$ cat config.mk
export PLATFORM = sky130hd
export DESIGN_NAME = pipe_stage_reg
export DESIGN_NICKNAME = d
export VERILOG_FILES = /design/src/rtl/pipe_stage_reg_pkg.sv /design/src/rtl/pipe_stage_reg_sat_counter.sv /design/src/rtl/pipe_stage_reg.sv
export SDC_FILE = /design/constraint.sdc
export NUM_CORES = 1
export LEC_CHECK = 0
export ABC_AREA = 0
export CORE_MARGIN = 8
export CORE_UTILIZATION = 45
export CTS_BUF_LIST = sky130_fd_sc_hd__clkbuf_4 sky130_fd_sc_hd__clkbuf_8
export CTS_CLUSTER_DIAMETER = 120
export DETAILED_ROUTE_END_ITERATION = 12
export PLACE_DENSITY = 0.84
export SLEW_MARGIN = 20
export SYNTH_ARGS = -nofsm -noshare
export SYNTH_HDL_FRONTEND = slang
export SYNTH_SLANG_ARGS = --single-unit
$ cat constraint.sdc
create_clock -name clk -period 2.5 [get_ports clk]
set_clock_uncertainty 0.05 [all_clocks]
set_input_delay 0.5 -clock clk [delete_from_list [all_inputs] [get_ports clk]]
set_output_delay 0.5 -clock clk [all_outputs]
set_load 0.01 [all_outputs]
$ cat src/rtl/pipe_stage_reg_pkg.sv
// pipe_stage_reg_pkg: shared CPU control-field offsets, default widths and stage occupancy states
package pipe_stage_reg_pkg;
  localparam int DATA_W_DEF   = 128;
  localparam int CTRL_W_DEF   = 16;
  localparam int CNT_W_DEF    = 16;
  localparam int REG_WE_BIT   = 0;
  localparam int MEM_WE_BIT   = 1;
  localparam int MEM_RE_BIT   = 2;
  localparam int PC_SEL_LSB   = 3;
  localparam int PC_SEL_W     = 2;
  localparam int ALU_CTRL_LSB = 5;
  localparam int ALU_CTRL_W   = 4;
  typedef enum logic [1:0] {EMPTY, ONE, FULL} stage_state_t;
endpackage

$ cat src/rtl/pipe_stage_reg_sat_counter.sv
// sat_counter: saturating event counter with synchronous clear and async active-low reset
module sat_counter
  import pipe_stage_reg_pkg::*;
#(
  parameter int W = CNT_W_DEF
) (
  input  logic         clk,
  input  logic         rst_n,
  input  logic         clr,
  input  logic         inc,
  output logic [W-1:0] cnt
);
  always_ff @(posedge clk or negedge rst_n)
    if (!rst_n) cnt <= '0;
    else if (clr) cnt <= '0;
    else if (inc && !(&cnt)) cnt <= cnt + W'(1);
endmodule

$ cat src/rtl/pipe_stage_reg.sv
// pipe_stage_reg: elastic pipeline stage (skid or single entry) with flush, zeroed bubble control and stall/bubble counters
module pipe_stage_reg
  import pipe_stage_reg_pkg::*;
#(
  parameter int DATA_W = DATA_W_DEF,
  parameter int CTRL_W = CTRL_W_DEF,
  parameter int SKID   = 1,
  parameter int CNT_W  = CNT_W_DEF
) (
  input  logic              clk,
  input  logic              rst_n,
  input  logic              in_valid,
  output logic              in_ready,
  input  logic [CTRL_W-1:0] in_ctrl,
  input  logic [DATA_W-1:0] in_data,
  output logic              out_valid,
  input  logic              out_ready,
  output logic [CTRL_W-1:0] out_ctrl,
  output logic [DATA_W-1:0] out_data,
  input  logic              flush,
  input  logic              cnt_clr,
  output logic [CNT_W-1:0]  stall_cnt,
  output logic [CNT_W-1:0]  bubble_cnt
);
  logic              vld;
  logic              rdy;
  logic [CTRL_W-1:0] ctrl_q;
  logic [DATA_W-1:0] data_q;
  if (SKID != 0) begin : g_skid
    stage_state_t      state, state_nx;
    logic              rdy_q, in_fire, out_fire;
    logic [CTRL_W-1:0] main_ctrl, skid_ctrl;
    logic [DATA_W-1:0] main_data, skid_data;
    assign in_fire  = in_valid & rdy_q;
    assign out_fire = (state != EMPTY) & out_ready;
    always_comb begin
      state_nx = flush ? EMPTY
               : (state == FULL) ? (out_fire ? ONE : FULL)
               : (state == ONE)  ? (in_fire ? (out_fire ? ONE : FULL) : (out_fire ? EMPTY : ONE))
               : (in_fire ? ONE : EMPTY);
    end
    always_ff @(posedge clk or negedge rst_n)
      if (!rst_n) begin
        state     <= EMPTY;
        rdy_q     <= 1'b1;
        main_ctrl <= '0;
        main_data <= '0;
        skid_ctrl <= '0;
        skid_data <= '0;
      end else begin
        state <= state_nx;
        rdy_q <= state_nx != FULL;
        if (!flush && in_fire && (state == EMPTY || out_fire)) begin
          main_ctrl <= in_ctrl;
          main_data <= in_data;
        end else if (!flush && out_fire && state == FULL) begin
          main_ctrl <= skid_ctrl;
          main_data <= skid_data;
        end
        if (!flush && in_fire && !out_fire && state == ONE) begin
          skid_ctrl <= in_ctrl;
          skid_data <= in_data;
        end
      end
    assign vld    = state != EMPTY;
    assign rdy    = rdy_q;
    assign ctrl_q = main_ctrl;
    assign data_q = main_data;
  end else begin : g_single
    logic              v, in_fire, out_fire;
    logic [CTRL_W-1:0] e_ctrl;
    logic [DATA_W-1:0] e_data;
    assign rdy      = out_ready | ~v;
    assign in_fire  = in_valid & rdy;
    assign out_fire = v & out_ready;
    always_ff @(posedge clk or negedge rst_n)
      if (!rst_n) begin
        v      <= 1'b0;
        e_ctrl <= '0;
        e_data <= '0;
      end else begin
        v <= !flush && (in_fire || (v && !out_fire));
        if (!flush && in_fire) begin
          e_ctrl <= in_ctrl;
          e_data <= in_data;
        end
      end
    assign vld    = v;
    assign ctrl_q = e_ctrl;
    assign data_q = e_data;
  end
  assign in_ready  = rdy;
  assign out_valid = vld;
  assign out_ctrl  = ctrl_q & {CTRL_W{vld}};
  assign out_data  = data_q;
  sat_counter #(.W(CNT_W)) u_stall (
    .clk(clk), .rst_n(rst_n), .clr(cnt_clr), .inc(vld & ~out_ready), .cnt(stall_cnt)
  );
  sat_counter #(.W(CNT_W)) u_bubble (
    .clk(clk), .rst_n(rst_n), .clr(cnt_clr), .inc(~vld & out_ready), .cnt(bubble_cnt)
  );
endmodule
Word-level counts from Yosys, hierarchy flattened
Cells that the tools add are included.
Cells by class
  add/sub/neg operators: 2
  equality and inequality tests: 3
  mux-type cells: 15
  bitwise logic cells: 7
  reduce and logical (&&, ||, !) cells: 20
Operators with widths (number)
  $mux 128: 2
  $mux 16: 6
  $add 16x1->16 const B: 2
  $reduce_and 16->1: 2
  $and 16x16->16: 1
  $mux 2: 5
  $logic_and 1x1->1: 8
  $reduce_bool 2->1: 4
  $and 1x1->1: 4
  $logic_not 1->1: 4
  $eq 2x1->1 const B: 1
  $eq 2x2->1 const B: 1
  $logic_not 2->1: 1
  $mux 1: 2
  $ne 2x2->1 const B: 1
  $not 1->1: 2
  $logic_or 1x1->1: 1
Word-level totals
  flip-flop bits (word level): 323
  input bits: 150
  logic and storage cells: 55

Depth between registers and ports, before layout
  depth after elaboration: 8
  depth in mapped cells: 8
  gate-level depth less buffers: 5

Hierarchy
A second synthesis with hierarchy kept.
Second synthesis, totals
  cell total of the unflattened synthesis: 999
  area total of the unflattened synthesis: 14742.9 um^2
By module, submodules not included
  pipe_stage_reg: times used 1, cells each 809, area each 12903.6 um^2, seq. area each 7283.2 um^2
  sat_counter: times used 2, cells each 95, area each 919.6 um^2, seq. area each 400.4 um^2

Worst setup path before layout
No wires, ideal clock.
  path type: register to register
  start: reg u_bubble.cnt[0]
  end: reg u_bubble.cnt[13]
  library setup time: 0.125 ns
  arrival time: 1.828 ns
  path slack: 0.498 ns
  cell stages (with the launch flop): 7
  period minus slack after synthesis: 2.002 ns
  cell sequence: dfrtp_1 -> ha_1 -> nand4_1 -> clkbuf_1 -> nor3_2 -> nor4b_1 -> mux2_2
On the way
  cells in the longest elaborated chain, start to end: 4
  elaborated cells on any way between the ends: 7
  those cells by class: add/sub (1); mux (2); reduce/logical (4)
RTL lines
  start: declaration: RTL line pipe_stage_reg_sat_counter.sv:11  | output logic [W-1:0] cnt
  start signal: assignment: RTL line pipe_stage_reg_sat_counter.sv:16  | else if (inc && !(&cnt)) cnt <= cnt + W'(1);
  parallel branches: the longest is 4 deep, another holds $add 16x1->16
Parallel ways; which one is timed is not known. The select of a mux whose other input is x is not followed.
A chain may end at the register's enable or synchronous reset.

Final worst setup path
  start: reg g_skid.state[0]
  end: out out_ctrl[9]
On the way
  cells in the longest elaborated chain, start to end: 2
RTL lines
  start: declaration: RTL line pipe_stage_reg.sv:30  | stage_state_t state, state_nx;
  start signal: assignment: RTL line pipe_stage_reg.sv:51  | state <= state_nx;
  $reduce_bool 2->1: RTL line pipe_stage_reg.sv:65  | assign vld = state != EMPTY;
  $and 16x16->16: RTL line pipe_stage_reg.sv:94  | assign out_ctrl = ctrl_q & {CTRL_W{vld}};
  end: declaration: RTL line pipe_stage_reg.sv:18  | output logic [CTRL_W-1:0] out_ctrl,
No other way between the ends.

==> summary.txt <==
Synth
  – EDFF count, synth: 0
  – Seq/Total Area, Yosys: 0.576
  – Number of synthesized register bits: 323
  – Main synth FF type: dfrtp_1
  – Syn Inst Count: between 1000 and 1500
  – Async SR Flop Fraction: 1.00
  – Number of distinct library cells after synthesis: 44
  – Post-Syn Area: 14000 µm²
  – YS warnings: 0
  – Syn Nets: 1313
  – Syn avg cell area: ~12 µm²

Power
  – PwrDens: 756 nW/µm²
  – Maximum vdd drop: 0.526 mV
  – Static Leak: 7.85 nW

Setup path
  – Cell count along the critical path: 4
  – Worst Path Arrival: approximately 1.9 ns
  – Slowest CP cell: clkdlybuf4s50_1
  – CP top delay family: buffers and inverters
  – Critical Path RT: about 2 ns
  – CP endpoint kind: primary output
  – Critical path, cell by cell: nor2_2 > buf_12 > nor2b_1 > clkdlybuf4s50_1
  – CP max FO: 21
  – Reg2reg path depth: 6
  – Type of origin of the critical path: flip-flop
  – Worst setup path category: reg2out
  – Worst path max stage delay: 0.57 ns
  – Buf+Inv Stages, Crit Path: 2

Global route
  – Initial antenna violation count: 1
  – Busiest grt layer: met2
  – Vias in the first global route: 11051
  – First-pass GRT wire length: around 59 mm
  – GR Util met3: 0.0502
  – Aggregate global-route resource usage: 0.195
  – Overflow after GRT: 0
  – Met1 Use GR: 0.234
  – Largest net degree at the start of global routing: a little under 70
  – Met2 Track Usage GR: 0.333

Final layout
  – Sequential Area: 8090 µm²
  – Multi-input gate area: 5510 µm²
  – Filler cell count: 2302
  – Share of cells above drive strength 1: 0.202
  – Nets@finish: 1685
  – Area Overhead vs Synth: 37.4%

Timing
  – Fin. Hold Viols: 0
  – Fmax: 0.410 GHz
  – Slew headroom: 0.501
  – Fin crit share: 0.976
  – Worst-Margin Slew: around 0.74 ns
  – Slew Viols, Final: 0
  – Hold slack: roughly 0.45 ns
  – Final setup TNS: 0 ns
  – Minimum clock period: 2.44 ns
  – RSZ-0062 raised after global routing: false
  – # setup viols final: 0

Drt
  – Wire length per cell: between 15 and 20 µm
  – Initial DRC count: about 550
  – Vias: 10410
  – Routed Antenna Nets: 0
  – Residual DRC: 0
  – Via-to-Cell Ratio: 5.29
  – Detailed-router iteration count before antenna repair: 5
  – Routed WL: approximately 37 mm

Clocking
  – H-tree depth: 2
  – Total CTS buffers: 53
  – CTS sink cnt: 323
  – Clk buf depth: 3
  – TritonCTS clock tree: yes
  – CTS root buf: clkbuf_8
  – Clk_lat worst skew: 0.55 ns
  – Worst-path clk slew: 0.06 ns

Place
  – GPL Wtd Cong: 0.808
  – Input/output buffers: 327
  – Post-DP HPWL: 26.5 mm

Die
  – Rows: 64
  – Die height: 193 µm
  – Die X: 193 µm
  – Ports: 328
  – Initial Util: 0.458
  – Die ar.: 37100 µm²
  – CORE AREA: 30700 µm²

Hold path
  – Hold WC Path Type: reg2reg
  – Worst Hold Depth: 1

Outcome
  – Status: finished clean

Flow run
  – MaxCap Viol Count: 0
[through the flow]
stage | util | setup WS (ns) | cell area, µm² | std cells | power, W
after global placement | 0.593 | 0.0652 | 18200 | 1872 | 0.00983
after global routing | 0.629 | 0.00429 | 19300 | 1969 | 0.0153
final | 0.629 | 0.0601 | 19300 | 1969 | 0.0146
after floorplan | - | 0.498 | 14000 | 1161 | 0.00829
after detailed placement | 0.593 | 0.0271 | 18200 | 1872 | 0.0100
after CTS | 0.629 | 0.0278 | 19300 | 1968 | 0.0147
[placed cells by master (no fill, tap or decap), drive strengths merged, types with 14 or more instances in the layout]
cell / count
nand2: 159
nor2: 14
mux2: 150
nor2b: 20
a21oi: 23
dfrtp: 322
clkdlybuf4s50: 325
o21ai: 153
buf: 65
clkbuf: 85
or4: 14
mux2i: 145
[report_power, final]
part,switching [W],total [W],internal (W)
sequential,0.000615,0.00698,0.00636
clock,0.00201,0.00466,0.00264
combinational,0.00117,0.00294,0.00177
total,0.00380,0.0146,0.0108
[cell usage after synthesis (2+ instances only)]
cell type / n / area share
nor3_1: 4 / 0.0014
mux2i_1: 145 / 0.10
dfrtp_1: 322 / 0.57
o41ai_1: 2 / 0.0012
nor2b_1: 20 / 0.0089
nor4_1: 7 / 0.0031
clkbuf_1: 25 / 0.0067
buf_1: 2 / 0.00054
buf_2: 20 / 0.0071
buf_6: 6 / 0.0048
o21a_1: 3 / 0.0016
buf_4: 18 / 0.0096
inv_1: 8 / 0.0021
nor3_2: 2 / 0.0014
mux2_1: 5 / 0.0040
nand2_1: 159 / 0.043
clkbuf_4: 3 / 0.0016
or3_1: 8 / 0.0036
nand4_1: 9 / 0.0040
nand4_2: 3 / 0.0027
o21ai_1: 18 / 0.0064
o31ai_1: 13 / 0.0070
or4_1: 14 / 0.0075
a21oi_1: 23 / 0.0082
o21ai_0: 135 / 0.048
mux2_2: 145 / 0.12
nor2_1: 14 / 0.0037
ha_1: 2 / 0.0018
and4_1: 2 / 0.0012
o31a_1: 3 / 0.0019
nand3_1: 8 / 0.0029
[routing by layer]
| layer | vias up | routed length [µm] | part of all wire |
|---|---|---|---|
| met1 | 5155 | 14700 | 0.40 |
| met2 | 294 | 18400 | 0.50 |
| met5 | - | 0 | 0 |
| met4 | 0 | 1240 | 0.034 |
| li1 | 4875 | - | - |
| met3 | 86 | 2450 | 0.066 |
[path summary, 6_finish.rpt]
kind	startpoint	end	slack (ns)
max	g_skid.state[0]	out_ctrl[9]	0.06
min	g_skid.skid_data[73]	g_skid.skid_data[73]	0.45
max reg2reg	u_bubble.cnt[0]	u_bubble.cnt[7]	0.28
min reg2reg	g_skid.skid_data[73]	g_skid.skid_data[73]	0.45
max in group asynchronous	rst_n	out_data[79]	1.18
min in group asynchronous	rst_n	g_skid.skid_data[16]	0.48
[cells by family (layout without fill, tap and decap cells)]
kind of cell / count (synthesis) / in the layout / synth area share
mux: 295 / 295 / 0.224
buf+inv: 83 / 494 / 0.0329
simple gates: 257 / 257 / 0.0887
compound gates: 201 / 201 / 0.0769
other cells: 0 / 1 / 0
flops: 323 / 323 / 0.576
fa+ha+maj: 2 / 2 / 0.00178
[sequential cells by signal, summed over array words and instances (netlist names)]
register	cells
g_skid.skid_data	128
g_skid.skid_ctrl	16
out_data	128
u_stall.cnt	16
u_bubble.cnt	16
ctrl_q	16
g_skid.state	2
in_ready	1
[area by class of cell]
type / instances / area share
multi-input combinational: 755 / 0.286
tap: 396 / 0.0257
inverter: 8 / 0.00156
clock inverter: 9 / 0.00389
clock buffer: 85 / 0.0522
timing repair buffer: 392 / 0.212
antenna: 1 / 0.000130
sequential: 323 / 0.419
[timing repair]
action	CTS	global route
hold endpoints to repair	56	0
setup endpoints to repair	17	0
resized for setup	3	0
hold buffers	1	0
buffers inserted	1	0
Power figures use the tool's default switching activity.
